<file path="src/rtl/servo_pkg.sv">
// Shared types and helpers for the servo sequencer: FSM states,
// position width/range and the angle-code to position mapping.
package servo_pkg;

   typedef enum logic [1:0] {
      IDLE,
      MOVE,
      SETTLE
   } state_t;

   localparam int POS_W   = 4;
   localparam int POS_MAX = 9;

   // 3*ang computed as 2*ang + ang; the largest code (3) maps to 9
   function automatic logic [POS_W-1:0] ang_to_pos(input logic [1:0] ang);
      return {1'b0, ang, 1'b0} + {2'b00, ang};
   endfunction

endpackage

</file>
<file path="src/rtl/servo_if.sv">
// Requester/servo bundle: two level requesters with angle codes on one
// side, grants, status, position and the PWM pin on the other.
interface servo_if;
   import servo_pkg::*;

   logic             req_a;
   logic [1:0]       ang_a;
   logic             req_b;
   logic [1:0]       ang_b;
   logic             grant_a;
   logic             grant_b;
   logic             busy;
   logic             done;
   logic [POS_W-1:0] pos;
   logic             Q;

   modport master (
      output req_a, ang_a, req_b, ang_b,
      input  grant_a, grant_b, busy, done, pos, Q
   );

   modport slave (
      input  req_a, ang_a, req_b, ang_b,
      output grant_a, grant_b, busy, done, pos, Q
   );

endinterface

</file>
<file path="src/rtl/servo_pwm.sv">
// PWM generator: clock divider into slots, slots into frames. The pin is
// high for the first pos slots of each frame; frame_tick marks the last
// clock of a frame so the position may only change between frames.
module servo_pwm
   import servo_pkg::*;
#(
   parameter int CLK_DIV = 1000,
   parameter int FRAME   = 11
) (
   input  logic             CLK,
   input  logic             reset,
   input  logic [POS_W-1:0] pos,
   output logic             Q,
   output logic             frame_tick
);

   localparam int DIV_W  = (CLK_DIV > 1) ? $clog2(CLK_DIV) : 1;
   localparam int SLOT_W = $clog2(FRAME);

   logic [DIV_W-1:0]  div_reg;
   logic [SLOT_W-1:0] slot_reg;
   logic              div_wrap;
   logic              slot_last;

   assign div_wrap   = (div_reg == DIV_W'(CLK_DIV - 1));
   assign slot_last  = (slot_reg == SLOT_W'(FRAME - 1));
   assign frame_tick = div_wrap && slot_last;

   // Divider and slot counter; the slot advances only when the divider wraps
   always_ff @(posedge CLK) begin
      if (reset) begin
         div_reg  <= '0;
         slot_reg <= '0;
      end else if (div_wrap) begin
         div_reg  <= '0;
         slot_reg <= slot_last ? '0 : slot_reg + SLOT_W'(1);
      end else begin
         div_reg <= div_reg + DIV_W'(1);
      end
   end

   // Compare at a common width so any FRAME size works
   assign Q = (32'(slot_reg) < 32'(pos));

endmodule

</file>
<file path="src/rtl/servo_sequencer.sv">
// Round-robin arbiter between two angle requesters plus a frame-paced
// ramp FSM that walks the servo position one unit at a time toward the
// granted target, then holds for a settle period before signalling done.
module servo_sequencer
   import servo_pkg::*;
#(
   parameter int CLK_DIV       = 1000,
   parameter int FRAME         = 11,
   parameter int STEP_FRAMES   = 4,
   parameter int SETTLE_FRAMES = 8
) (
   input  logic    CLK,
   input  logic    reset,
   servo_if.slave  bus
);

   localparam int CNT_MAX = (STEP_FRAMES > SETTLE_FRAMES) ? STEP_FRAMES : SETTLE_FRAMES;
   localparam int CNT_W   = $clog2(CNT_MAX + 1);

   state_t           state_reg, state_next;
   logic [POS_W-1:0] pos_reg, pos_next;
   logic [POS_W-1:0] target_reg, target_next;
   logic [CNT_W-1:0] cnt_reg, cnt_next;
   logic             last_b_reg, last_b_next;
   logic             grant_a_reg, grant_a_next;
   logic             grant_b_reg, grant_b_next;
   logic             done_reg, done_next;
   logic [CNT_W-1:0] cnt_inc;
   logic [POS_W-1:0] pos_step;
   logic             frame_tick;

   servo_pwm #(
      .CLK_DIV (CLK_DIV),
      .FRAME   (FRAME)
   ) u_pwm (
      .CLK        (CLK),
      .reset      (reset),
      .pos        (pos_reg),
      .Q          (bus.Q),
      .frame_tick (frame_tick)
   );

   // Arbitration, ramp stepping and settle timing
   always_comb begin
      state_next   = state_reg;
      pos_next     = pos_reg;
      target_next  = target_reg;
      cnt_next     = cnt_reg;
      last_b_next  = last_b_reg;
      grant_a_next = 1'b0;
      grant_b_next = 1'b0;
      done_next    = 1'b0;
      cnt_inc      = cnt_reg + CNT_W'(1);
      pos_step     = pos_reg;

      if (pos_reg < target_reg) begin
         pos_step = (pos_reg < POS_W'(POS_MAX)) ? pos_reg + POS_W'(1) : pos_reg;
      end else if (pos_reg > target_reg) begin
         pos_step = pos_reg - POS_W'(1);
      end

      case (state_reg)
         IDLE: begin
            // A wins when alone or when B held the previous grant
            if (bus.req_a && (!bus.req_b || last_b_reg)) begin
               grant_a_next = 1'b1;
               last_b_next  = 1'b0;
               target_next  = ang_to_pos(bus.ang_a);
               cnt_next     = '0;
               state_next   = MOVE;
            end else if (bus.req_b) begin
               grant_b_next = 1'b1;
               last_b_next  = 1'b1;
               target_next  = ang_to_pos(bus.ang_b);
               cnt_next     = '0;
               state_next   = MOVE;
            end
         end
         MOVE: begin
            if (frame_tick) begin
               if (pos_reg == target_reg) begin
                  cnt_next   = '0;
                  state_next = SETTLE;
               end else if (int'(cnt_inc) == STEP_FRAMES) begin
                  pos_next = pos_step;
                  cnt_next = '0;
                  if (pos_step == target_reg) begin
                     state_next = SETTLE;
                  end
               end else begin
                  cnt_next = cnt_inc;
               end
            end
         end
         SETTLE: begin
            if (frame_tick) begin
               if (int'(cnt_inc) == SETTLE_FRAMES) begin
                  done_next  = 1'b1;
                  cnt_next   = '0;
                  state_next = IDLE;
               end else begin
                  cnt_next = cnt_inc;
               end
            end
         end
         default: state_next = IDLE;
      endcase
   end

   // State register; last-grant starts at B so A wins the first tie
   always_ff @(posedge CLK) begin
      if (reset) begin
         state_reg   <= IDLE;
         pos_reg     <= '0;
         target_reg  <= '0;
         cnt_reg     <= '0;
         last_b_reg  <= 1'b1;
         grant_a_reg <= 1'b0;
         grant_b_reg <= 1'b0;
         done_reg    <= 1'b0;
      end else begin
         state_reg   <= state_next;
         pos_reg     <= pos_next;
         target_reg  <= target_next;
         cnt_reg     <= cnt_next;
         last_b_reg  <= last_b_next;
         grant_a_reg <= grant_a_next;
         grant_b_reg <= grant_b_next;
         done_reg    <= done_next;
      end
   end

   assign bus.grant_a = grant_a_reg;
   assign bus.grant_b = grant_b_reg;
   assign bus.done    = done_reg;
   assign bus.busy    = (state_reg != IDLE);
   assign bus.pos     = pos_reg;

endmodule

</file>
<file path="src/flat_wrapper.sv">
// flat-port wrapper written by rule: the top's interface ports become plain ports
module servo_sequencer_flat import servo_pkg::*;
#(
   parameter int CLK_DIV       = 1000,
   parameter int FRAME         = 11,
   parameter int STEP_FRAMES   = 4,
   parameter int SETTLE_FRAMES = 8
)
  (CLK, reset, bus_req_a, bus_ang_a, bus_req_b, bus_ang_b, bus_grant_a, bus_grant_b, bus_busy, bus_done, bus_pos, bus_Q);
  servo_if bus_i ();
  input  logic CLK;
  input  logic reset;
  input wire logic [$bits(bus_i.req_a)-1:0] bus_req_a;
  input wire logic [$bits(bus_i.ang_a)-1:0] bus_ang_a;
  input wire logic [$bits(bus_i.req_b)-1:0] bus_req_b;
  input wire logic [$bits(bus_i.ang_b)-1:0] bus_ang_b;
  output wire logic [$bits(bus_i.grant_a)-1:0] bus_grant_a;
  output wire logic [$bits(bus_i.grant_b)-1:0] bus_grant_b;
  output wire logic [$bits(bus_i.busy)-1:0] bus_busy;
  output wire logic [$bits(bus_i.done)-1:0] bus_done;
  output wire logic [$bits(bus_i.pos)-1:0] bus_pos;
  output wire logic [$bits(bus_i.Q)-1:0] bus_Q;
  assign bus_i.req_a = bus_req_a;
  assign bus_i.ang_a = bus_ang_a;
  assign bus_i.req_b = bus_req_b;
  assign bus_i.ang_b = bus_ang_b;
  assign bus_grant_a = bus_i.grant_a;
  assign bus_grant_b = bus_i.grant_b;
  assign bus_busy = bus_i.busy;
  assign bus_done = bus_i.done;
  assign bus_pos = bus_i.pos;
  assign bus_Q = bus_i.Q;
  servo_sequencer #(.CLK_DIV(CLK_DIV), .FRAME(FRAME), .STEP_FRAMES(STEP_FRAMES), .SETTLE_FRAMES(SETTLE_FRAMES)) u_core (.CLK(CLK), .reset(reset), .bus(bus_i));
endmodule
</file>
<file path="config.mk">
export PLATFORM = sky130hd
export DESIGN_NAME = servo_sequencer_flat
export DESIGN_NICKNAME = d
export VERILOG_FILES = /design/src/rtl/servo_pkg.sv /design/src/rtl/servo_if.sv /design/src/rtl/servo_pwm.sv /design/src/rtl/servo_sequencer.sv /design/src/flat_wrapper.sv
export SDC_FILE = /design/constraint.sdc
export NUM_CORES = 1
export LEC_CHECK = 0
export ABC_AREA = 1
export CAP_MARGIN = 20
export CORE_MARGIN = 2
export CORE_UTILIZATION = 60
export DETAILED_ROUTE_END_ITERATION = 16
export HOLD_SLACK_MARGIN = 0.1
export PLACE_DENSITY_LB_ADDON = 0.12
export SLEW_MARGIN = 40
export SYNTH_ARGS = -nofsm -noshare
export SYNTH_HDL_FRONTEND = slang
export SYNTH_HIERARCHICAL = 1
export SYNTH_SLANG_ARGS = --single-unit
</file>
<file path="constraint.sdc">
create_clock -name CLK -period 3.4 [get_ports CLK]
set_input_delay 0.34 -clock CLK [delete_from_list [all_inputs] [get_ports CLK]]
set_output_delay 0.34 -clock CLK [all_outputs]
set_load 0.05 [all_outputs]
</file>
==> Word-level counts from Yosys, hierarchy flattened <==
Index checks and enable logic that the tools add are counted.
{ "classes": {"n_addsub": 7, "n_lt_le_gt_ge": 4, "eq_ne": 14, "muxes": 28, "bitwise_logic": 4, "n_reduce_logical": 16} }
{ "op_table": {"columns": ["operator", "count"], "rows": [
  ["two-way mux 4 bit", 13],
  ["two-way mux 2 bit", 8],
  ["adder 4 x 1 -> 4 bit, second input constant", 3],
  ["equality test 4 bit, second input constant", 3],
  ["case mux 4 bit (3 select lines)", 1],
  ["adder 10 x 1 -> 10 bit, second input constant", 1],
  ["equality test 10 bit, second input constant", 1],
  ["adder 3 x 2 -> 4 bit", 2],
  ["equality test 4 bit", 2],
  ["< comparator 4 bit", 2],
  ["AND reduction 4 bit", 2],
  ["inequality test 2 x 1 -> 1 bit, second input constant", 3],
  ["inequality test 3 x 1 -> 1 bit, second input constant", 2],
  ["case mux 2 bit (3 select lines)", 1],
  ["AND reduction 6 bit", 1],
  ["OR reduction 3 bit", 2],
  ["two-way mux 1 bit", 5],
  ["> comparator 4 bit", 1],
  ["< comparator 4 bit, second input constant", 1],
  ["NOT 1 bit", 4],
  ["nonzero test 2 bit", 2],
  ["OR reduction 2 bit", 2],
  ["subtractor 4 x 1 -> 4 bit, second input constant", 1],
  ["inequality test 3 x 2 -> 1 bit, second input constant", 1],
  ["8 further kinds", 9]
]} }
{ "totals": {"regBits": 32, "inputBits": 8, "output_inout_bits": 9, "word_cells": 83} }

==> Depth between registers and ports, before layout <==
Gate-level depths: netlist of the first run.
{ "logic_depth": {"word_depth": 9, "mapped_depth": 18, "depth_no_buf": 18} }

==> Hierarchy <==
The synthesis of the first run kept the hierarchy.
{ "modules_own_cells": {"columns": ["mod", "instances", "cells_each", "area_each_um2", "seq_area_each_um2"], "rows": [
  ["servo_sequencer", 1, 187, 1348.8, 360.3],
  ["servo_pwm", 1, 121, 803.3, 280.3]
]} }

==> Worst setup path before layout of the first run <==
No wires, ideal clock.
{ "synth_path": {"kind": "reg2reg", "from": "register u_core.pos_reg[0] (netlist: u_core/bus.pos[0])", "to": "register u_core.state_reg[0]", "setup_ns": 0.115, "arrival_time_ns": 2.124, "required_time_ns": 3.285, "path_slack_ns": 1.161, "path_stages_with_launch": 17, "n_path_buf": 0, "period_less_slack_ns": 2.239, "cell_sequence": "dfxtp_1 -> inv_1 -> ha_1 -> nand2_1 -> inv_1 -> nand2_4 -> nand2_1 -> nand2_1 -> nand3_2 -> nand3_1 -> nand3_1 -> nor2_2 -> nand3_2 -> nand2_2 -> nand3_1 -> nand2_1 -> nor2_1"} }
{ "synth_between": {"elab_chain_cells": 6, "word_cells_on_any_way": 16, "cone_classes": "add/sub (2); order compare (3); eq/ne (4); mux (6); reduce/logical (1)"} }
{ "synth_lines": {"columns": ["element", "line", "text"], "rows": [
  ["start: declaration", "servo_sequencer.sv:21", "logic [POS_W-1:0] pos_reg, pos_next;"],
  ["start signal: assignment", "servo_sequencer.sv:123", "pos_reg <= pos_next;"],
  ["subtractor 4 x 1 -> 4 bit (tied with other cells)", "servo_sequencer.sv:59", "pos_step = pos_reg - POS_W'(1);"],
  ["two-way mux 4 bit, on equally long branches", "servo_sequencer.sv:58, servo_sequencer.sv:57", null],
  ["two-way mux 4 bit", "servo_sequencer.sv:56", "if (pos_reg < target_reg) begin"],
  ["equality test 4 bit", "servo_sequencer.sv:87", "if (pos_step == target_reg) begin"],
  ["inequality test 3 x 1 -> 1 bit (no line)", null, null],
  ["AND reduction 6 bit (no line)", null, null],
  ["end signal: assignment", "servo_sequencer.sv:122", "state_reg <= state_next;"],
  ["end: declaration", "servo_sequencer.sv:20", "state_t state_reg, state_next;"]
]} }
Parallel ways exist; a longest one is shown, timed or not. The select of a mux whose other input is x is not followed.
A chain may end at the register's enable or synchronous reset.

==> Final worst setup path of the first run <==
{ "layout_path": {"from": "register u_core.pos_reg[1] (netlist: u_core/bus.pos[1])", "to": "output bus_Q"} }
{ "layout_between": {"elab_chain_cells": 1} }
{ "layout_lines": {"columns": ["element", "line", "text"], "rows": [
  ["< comparator 4 bit", "servo_pwm.sv:43", "assign Q = (32'(slot_reg) < 32'(pos));"],
  ["end: declaration", "flat_wrapper.sv:22", "output wire logic [$bits(bus_i.Q)-1:0] bus_Q;"]
]} }
No other way between the ends.

==> flow_summary.json, run 1 <==
{
  "status": "finished clean",
  "syn_avg_cell_area_sq_um": 6.99,
  "crit_fanout": 10,
  "synth_mux_area_share_pct": 0.465,
  "async_reset_ff_share_pct": 0,
  "largest_reg_flops": 10,
  "drive_gt1_share_pct": 10.6,
  "fillCellCount": 277,
  "pwr-share-comb_pct": 48.5,
  "min_period_ns": 2.61,
  "path_buf_inv": 2,
  "seqCellArea_sq_um": 641,
  "synth-simple-area-share_pct": 33.7,
  "timing.rr.end": "u_core/state_reg[0]",
  "via_per_inst": 5.24,
  "ys_seq_area_share_pct": 29.8,
  "synth_edf_count": 0,
  "synth_warnings": 6,
  "cts_buffers": 5,
  "place_hpwl_mm": 3.20,
  "wirelength_mm": 4.13,
  "cts_buffer_depth": 2,
  "syn-cell-area_sq_um": 2150,
  "rsz0062_at_grt": "no",
  "switching_share_pct": 43.4,
  "hold_path_class": "flip-flop to flip-flop",
  "yosys-top-cells-area": "dfxtp_1 (30%), ha_1 (12%), nand2_1 (10%), inv_1 (8.5%), nand3_1 (5.8%)",
  "slew_headroom_pct": 67.1,
  "worstHoldStart": "u_core/u_pwm/div_reg[0]",
  "final_common_cell": "nand2_1",
  "syn2layout_area_growth_pct": 13.7,
  "synthFlopType": "dfxtp_1",
  "drv_cap": 0,
  "placedCellCount": 369,
  "slew_viol_final": 0,
  "cts_sinks": 32,
  "synthXorXnorAreaFrac_pct": 1.63,
  "first_iter_violations": 99,
  "hold_viol_final": 0,
  "layoutNonFillerInstCount": 377,
  "path_delay_family": "buffers and inverters",
  "cts_resized": 0,
  "synth_top_family_by_area": "simple AND/OR/NAND/NOR gates",
  "die_w_um": 63.9,
  "regToRegStartpoint": "u_core/bus.pos[0]",
  "synth-compound-area-share_pct": 12.8,
  "fin_skew_ns": 0.00795,
  "p_per_area_nw_per_um2": 604,
  "start_util_pct": 63.5,
  "drc": 0,
  "wl_per_cell_um": 10.9,
  "synthCells": 308,
  "yosys.area.top_type_share_pct": 29.8,
  "ir_worst_vdd_uv": 664,
  "worst_setup_path_start_kind": "flip-flop",
  "nets": 358,
  "dr.pass1.iters": 4,
  "crit_required_ns": 3.06,
  "htreeDepth": 2,
  "num_rows": 21,
  "crit_slowest_cell": "clkdlybuf4s50_1",
  "die_h_um": 63.9,
  "overflow": 0,
  "arrival_ns": 2.27,
  "crit_path_cell_trace": "inv_1 > ha_1 > a21oi_1 > o21a_1 > clkdlybuf4s50_1",
  "num_io_pins": 17,
  "place.gp.congestion": 0.919,
  "worstSetupPathType": "flip-flop to output port",
  "antenna_found_initial": 0,
  "grt_first_pass_wirelength_mm": 7.65,
  "p_total_mw": 1.48,
  "p_switching_mw": 0.640,
  "tightest_slew_ns": 0.492,
  "reg2reg_depth": 16,
  "setup_viol": 0,
  "hold_end": "u_core/u_pwm/div_reg[0]",
  "dpl_worst_slack_ns": 1.16,
  "vias": 1975,
  "fin_ws_ns": 0.788,
  "synth.distinct_cells": 34,
  "period_share_pct": 76.8,
  "ant_nets": 0,
  "fmax_ghz": 0.383,
  "clkTransAtPathRegs_ns": 0.10,
  "multiInputGateArea_sq_um": 1300,
  "cts_tree": "built",
  "cellLeakagePower_nw": 1.12,
  "rrSetupSlack_ns": 1.28,
  "max_stage_delay_ns": 0.79,
  "final_cell_mix": "nand2_1 (58), inv_1 (49), dfxtp_1 (32)",
  "antenna_cells": 0,
  "setup_tns_ns": 0,
  "die_area_sq_um": 4080,
  "clkLatencyLatePin_ns": 0.33,
  "synthesis.nets": 336,
  "min_path_cells": 1,
  "critPathCaptureType": "output port",
  "synth-seq-cells": 32,
  "grt_max_degree": 13,
  "grt_usage_pct": 23.1,
  "io_buffers": 16,
  "clkPwrFrac_pct": 19.5,
  "first_global_vias": 1829,
  "coreArea_sq_um": 3390,
  "clock-root-buffer": "clkbuf_4",
  "post_cts_buffers": 0,
  "synth_top_cell_by_area": "dfxtp_1",
  "cts_hold_buffers": 0,
  "p_int_mw": 0.837,
  "pwr-share-seq_pct": 32.0,
  "synth_adder_area_share_pct": 11.6
}
[per-stage QoR]
stage | hold WS, ns | util, % | area [sq um]
floorplan | 0.418 | - | 2150
global placement | 0.429 | 69.8 | 2370
detailed placement | 0.435 | 69.8 | 2370
CTS | 0.459 | 72.2 | 2450
global route | 0.488 | 72.2 | 2450
finish | 0.460 | 72.2 | 2450
[synthesized netlist by cell type (3+ instances only)]
library cell and n:
ha_1 20, nand3_1 25, nor3_1 4, inv_2 3
inv_1 49, dfxtp_1 32, nor2_2 3, a21oi_1 20
nand2_2 7, nand3_2 4, o21ai_0 16, nand2_4 4
nand2_1 58, nor2_1 26, nand4_1 9, a211oi_1 6
[power groups by stage]
stage	combinational [mW]	clock, mW	sequential (mW)
final	0.716	0.288	0.473
after global routing	0.815	0.316	0.480
after CTS	0.718	0.295	0.473
after detailed placement	0.712	0	0.481
after global placement	0.703	0	0.479
after floorplan	0.564	0	0.485
[layout make-up]
class	count	share of cell area (%)
multi-input combinational	220	53.0
sequential	32	26.2
inverter	54	8.33
timing repair buffer	17	6.85
tap	46	2.35
clock inverter	3	1.74
clock buffer	5	1.53
[layer usage]
| layer | vias up | global-route usage [%] | routed length [um] |
|---|---|---|---|
| met2 | 32 | 37.1 | 1810 |
| met1 | 889 | 30.3 | 2110 |
| met4 | 0 | 8.15 | 62 |
| li1 | 1047 | - | - |
| met3 | 7 | 5.46 | 143 |
| met5 | - | 0 | 0 |
[how the worst max path moves through the flow]
stage / from / to / slack, ns / cells after the start
final: u_core/bus.pos[1] / bus_Q / 0.79 / 5
after global routing: u_core/bus.pos[3] / bus_Q / 0.62 / 5
after CTS: u_core/bus.pos[1] / bus_Q / 0.77 / 5
after detailed placement: u_core/bus.pos[1] / bus_Q / 1.16 / 5
after global placement: u_core/bus.pos[1] / bus_Q / 1.16 / 5
after floorplan: u_core/bus.pos[0] / u_core/state_reg[0] / 1.16 / 16
[cells by family (layout without fill, tap and decap cells)]
| kind of cell | Yosys count | after routing |
|---|---|---|
| and+or+nand+nor | 147 | 147 |
| buffers and inverters | 56 | 79 |
| AOI/OAI and AO/OA | 48 | 48 |
| DFF | 32 | 32 |
| adders and majority gates | 20 | 20 |
| xor gates and xnor gates | 4 | 4 |
| muxes | 1 | 1 |
(Power assumes the default switching activity.)
==> run 2, diff against run 1 <==
--- a/config.mk
+++ b/config.mk
@@ -8,7 +8,7 @@
 export ABC_AREA = 1
 export CAP_MARGIN = 20
 export CORE_MARGIN = 2
-export CORE_UTILIZATION = 60
+export CORE_UTILIZATION = 52
 export DETAILED_ROUTE_END_ITERATION = 16
 export HOLD_SLACK_MARGIN = 0.1
 export PLACE_DENSITY_LB_ADDON = 0.12
==> constraint.sdc (replaced) <==
create_clock -name CLK -period 2.2 [get_ports CLK]
set_input_delay 0.22 -clock CLK [delete_from_list [all_inputs] [get_ports CLK]]
set_output_delay 0.22 -clock CLK [all_outputs]
set_load 0.05 [all_outputs]
==> run 2 against run 1 <==
Compared with the run above: combinational power grew 58%; first-iteration DRC count increased by 3.0%; via count unchanged; design area increased by 2.6%; register-to-register slack lost 1.1 ns; clock power increased by 61%.
==> flow_summary.json, run 2 (synthesis results as in run 1) <==
{
  "fin_skew_ns": 0.00438,
  "grt_max_degree": 13,
  "rsz0062_at_grt": "no",
  "regToRegStartpoint": "u_core/bus.pos[1]",
  "num_rows": 23,
  "first_iter_violations": 102,
  "htreeDepth": 2,
  "period_share_pct": 91.6,
  "start_util_pct": 53.8,
  "crit_required_ns": 2.37,
  "nets": 362,
  "grt_usage_pct": 20.6,
  "coreArea_sq_um": 4000,
  "antenna_cells": 0,
  "die_w_um": 68.3,
  "overflow": 0,
  "clkLatencyLatePin_ns": 0.28,
  "die_area_sq_um": 4670,
  "drc": 0,
  "vias": 1975,
  "ir_worst_vdd_uv": 704,
  "cts_buffers": 5,
  "ant_nets": 0,
  "antenna_found_initial": 0,
  "syn2layout_area_growth_pct": 16.6,
  "slew_headroom_pct": 66.5,
  "final_common_cell": "nand2_1",
  "cellLeakagePower_nw": 1.16,
  "io_buffers": 16,
  "post_cts_buffers": 0,
  "slew_viol_final": 0,
  "clkTransAtPathRegs_ns": 0.07,
  "cp-startpoint": "u_core/bus.pos[1]",
  "critPathCaptureType": "flip-flop",
  "via_per_inst": 5.13,
  "drive_gt1_share_pct": 12.5,
  "min_period_ns": 2.02,
  "place.gp.congestion": 0.860,
  "final_cell_mix": "nand2_1 (58), inv_1 (49), dfxtp_1 (30)",
  "whs_ns": 0.449,
  "cts_sinks": 32,
  "arrival_ns": 2.19,
  "worst_setup_path_start_kind": "flip-flop",
  "hold_viol_final": 0,
  "largest_reg_flops": 10,
  "tightest_slew_ns": 0.501,
  "wl_per_cell_um": 11.2,
  "dr.pass1.iters": 4,
  "status": "finished clean",
  "worstSetupPathType": "flip-flop to flip-flop",
  "wirelength_mm": 4.31,
  "worstHoldStart": "u_core/u_pwm/div_reg[0]",
  "crit_fanout": 10,
  "first_global_vias": 1740,
  "grt_first_pass_wirelength_mm": 7.46,
  "cts_buffer_depth": 2,
  "setup_viol": 0,
  "hold_path_class": "flip-flop to flip-flop",
  "clock-root-buffer": "clkbuf_8",
  "setup_tns_ns": 0,
  "rrSetupSlack_ns": 0.18,
  "cts_tree": "built",
  "cts_hold_buffers": 0,
  "place_hpwl_mm": 3.40,
  "die_h_um": 68.3,
  "num_io_pins": 17,
  "fmax_ghz": 0.496,
  "p_per_area_nw_per_um2": 927,
  "drv_cap": 0
}
run 2: cell count changes in the layout (fill, tap and decap cells not counted), sizes merged:
cell           delta
buf               +6
clkbuf            +3
clkdlybuf4s50     -2
bufinv            -1
clkinv            -1
clkinvlp          -1
run 2: timing repair:
| item | CTS | global route |
|---|---|---|
| endpoints found under the hold margin | 0 | 0 |
| setup endpoints to repair | 0 | 4 |
| resized for setup | 0 | 2 |
run 2: worst paths after layout:
kind / depth (start not counted) / endpoint
hold reg to reg: 1 / u_core/u_pwm/div_reg[0]
setup / recovery: 15 / u_core/state_reg[0]
setup reg to reg: 15 / u_core/state_reg[0]
hold / removal: 1 / u_core/u_pwm/div_reg[0]
run 2: cell type report:
class | instances | area [sq um]
well taps | 50 | 62.6
fillers | 389 | 1490
multi-input cells | 220 | 1310
inverters | 54 | 204
clock buffers | 8 | 90.1
repair buffers | 21 | 205
flip-flops and latches | 32 | 643
run 2: per-layer routing:
metal / up-vias / wire length [um] / track usage [%]
li1: 1057 / - / -
met1: 884 / 2230 / 28.0
met2: 29 / 1900 / 34.0
met3: 5 / 134 / 3.45
met4: 0 / 47 / 5.25
met5: - / 0 / 0
run 2: power by group:
part	internal [mW]	leakage (nW)	total, mW	switching, mW
registers	0.669	0.262	0.734	0.0650
logic	0.392	0.850	1.13	0.736
clock network	0.255	0.0455	0.465	0.210
total	1.32	1.16	2.33	1.01
run 2: metrics by stage:
step	power, mW	cell area, sq um	cells	setup slack (ns)	util, %
2_1_floorplan	1.62	2150	308	0.0293	-
5_1_grt	2.50	2510	385	0.0105	62.7
6_report	2.33	2510	385	0.184	62.7
4_1_cts	2.32	2500	385	0.161	62.6
3_5_place_dp	1.85	2410	377	0.176	60.3
3_3_place_gp	1.83	2410	377	0.204	60.3
run 2: critical path, stage by stage, from the launching register on:
cell and delay, ns:
dfxtp_1 0.53, ha_1 0.31, nand2_1 0.07, nand2_1 0.08, nand2_4 0.10, nand2_4 0.08, nand3_2 0.09, nand3_1 0.13
nand2_2 0.11, nand2_1 0.05, nand2_1 0.06, nand3_2 0.08, nand2_2 0.08, nand3_1 0.06, nand2_1 0.06, nor2_1 0.04
==> run 3, diff against run 2 <==
--- a/config.mk
+++ b/config.mk
@@ -11,6 +11,7 @@
 export CORE_UTILIZATION = 52
 export DETAILED_ROUTE_END_ITERATION = 16
 export HOLD_SLACK_MARGIN = 0.1
+export MAX_ROUTING_LAYER = met4
 export PLACE_DENSITY_LB_ADDON = 0.12
 export SLEW_MARGIN = 40
 export SYNTH_ARGS = -nofsm -noshare
==> run 3 against run 2 <==
Compared with the run above: power grew 0.11%; sequential share of layout area is the same; critical path depth is the same; die area is the same; largest cell class unchanged; count of clock-buffer cells in the layout is the same; via count is essentially flat; utilization is the same; global-route usage grew 0.62 points; routed wire length is essentially flat; flip-flop and latch count is the same; highest routed layer unchanged.
==> flow_summary.json, run 3 (synthesis results as in run 1) <==
{
  "cp-startpoint": "u_core/bus.pos[1]",
  "whs_ns": 0.449,
  "worstSetupPathType": "flip-flop to flip-flop",
  "largest_reg_flops": 10,
  "p_per_area_nw_per_um2": 929,
  "cts_buffer_depth": 2,
  "arrival_ns": 2.18,
  "clkTransAtPathRegs_ns": 0.07,
  "wirelength_mm": 4.31,
  "cellLeakagePower_nw": 1.16,
  "fin_area_sq_um": 2510,
  "cts_tree": "built",
  "worst_setup_path_start_kind": "flip-flop",
  "num_rows": 23,
  "die_area_sq_um": 4670,
  "coreArea_sq_um": 4000,
  "grt_first_pass_wirelength_mm": 7.48,
  "die_h_um": 68.3,
  "num_io_pins": 17,
  "setup_tns_ns": 0,
  "first_global_vias": 1738,
  "fmax_ghz": 0.497,
  "fin_skew_ns": 0.00330,
  "slew_viol_final": 0,
  "fillCellCount": 389,
  "place_area_sq_um": 2410,
  "drc": 0,
  "tightest_slew_ns": 0.501,
  "dr.pass1.iters": 4,
  "drive_gt1_share_pct": 12.5,
  "hold_viol_final": 0,
  "drv_cap": 0,
  "ir_worst_vdd_uv": 704,
  "crit_fanout": 10,
  "min_path_cells": 1,
  "rrSetupSlack_ns": 0.19,
  "timing.rr.end": "u_core/state_reg[0]",
  "place_hpwl_mm": 3.40,
  "grt_usage_pct": 21.3,
  "hold_end": "u_core/u_pwm/div_reg[0]",
  "die_w_um": 68.3,
  "cts_buffers": 5,
  "cts_sinks": 32,
  "hold_path_class": "flip-flop to flip-flop",
  "status": "finished clean",
  "io_buffers": 16,
  "antenna_cells": 0,
  "nets": 362,
  "reg2reg_depth": 15,
  "clock-root-buffer": "clkbuf_8",
  "wl_per_cell_um": 11.2,
  "place.gp.congestion": 0.874,
  "final_cell_mix": "nand2_1 (58), inv_1 (49), dfxtp_1 (30)",
  "antenna_found_initial": 0,
  "htreeDepth": 2,
  "placedCellCount": 377,
  "p_total_mw": 2.33,
  "min_period_ns": 2.01,
  "rsz0062_at_grt": "no",
  "via_per_inst": 5.13,
  "regToRegStartpoint": "u_core/bus.pos[1]",
  "ant_nets": 0,
  "start_util_pct": 53.8,
  "layoutNonFillerInstCount": 385,
  "seqCellArea_sq_um": 643,
  "clkLatencyLatePin_ns": 0.28,
  "cts_hold_buffers": 0,
  "first_iter_violations": 101,
  "period_share_pct": 91.4,
  "worstHoldStart": "u_core/u_pwm/div_reg[0]",
  "critPathCaptureType": "flip-flop",
  "multiInputGateArea_sq_um": 1310,
  "crit_required_ns": 2.37,
  "final_common_cell": "nand2_1",
  "vias": 1974,
  "slew_headroom_pct": 66.5,
  "overflow": 0,
  "syn2layout_area_growth_pct": 16.6,
  "grt_max_degree": 13,
  "setup_viol": 0
}
-- run 3: cell counts in the layout (fill, tap and decap cells not counted) --
Identical to the previous run, type by type.
-- run 3: through the flow --
stage / utilization [%] / worst slack [ns]
detailed placement: 60.3 / 0.176
global route: 62.7 / 0.0105
finish: 62.7 / 0.190
floorplan: - / 0.0293
CTS: 62.6 / 0.161
global placement: 60.3 / 0.204
-- run 3: final cells by class --
| class | count | area share (%) |
|---|---|---|
| Inverter | 54 | 8.13 |
| Clock buffer | 8 | 3.59 |
| Multi-Input combinational cell | 220 | 52.0 |
| Sequential cell | 32 | 25.6 |
| Timing Repair Buffer | 21 | 8.18 |
| Tap cell | 50 | 2.49 |
-- run 3: per-layer routing --
metal | part of all wire, % | routed length, um | vias up | GRT usage (%)
met4 | 1.2 | 51 | 0 | 5.25
met1 | 52 | 2230 | 886 | 28.1
met3 | 2.8 | 120 | 5 | 3.45
li1 | - | - | 1058 | -
met5 | 0 | 0 | - | -
met2 | 44 | 1910 | 25 | 34.0
-- run 3: worst max-delay path, cell delays in order, from the launching register on --
cell	delay, ns
dfxtp_1	0.52
ha_1	0.31
nand2_1	0.07
nand2_1	0.08
nand2_4	0.10
nand2_4	0.08
nand3_2	0.09
nand3_1	0.13
nand2_2	0.11
nand2_1	0.05
nand2_1	0.06
nand3_2	0.08
nand2_2	0.08
nand3_1	0.06
nand2_1	0.06
nor2_1	0.04
-- run 3: worst max path at each step --
stage	to	slack [ns]	cells after the start
after floorplan	u_core/state_reg[0]	0.03	15
after global placement	u_core/state_reg[0]	0.20	15
after detailed placement	u_core/cnt_reg[1]	0.18	11
after CTS	u_core/cnt_reg[1]	0.16	11
after global routing	u_core/cnt_reg[1]	0.01	11
final	u_core/state_reg[0]	0.19	15
-- run 3: report_power, final --
group | leakage (nW) | switching (mW) | internal (mW)
registers | 0.262 | 0.0648 | 0.669
logic | 0.850 | 0.738 | 0.392
clock network | 0.0455 | 0.211 | 0.255
total | 1.16 | 1.01 | 1.32
-- run 3: timing repair --
| action | CTS | global route |
|---|---|---|
| resized for setup | 0 | 2 |
| endpoints found under the setup margin | 0 | 4 |
| buffers inserted | 0 | 0 |
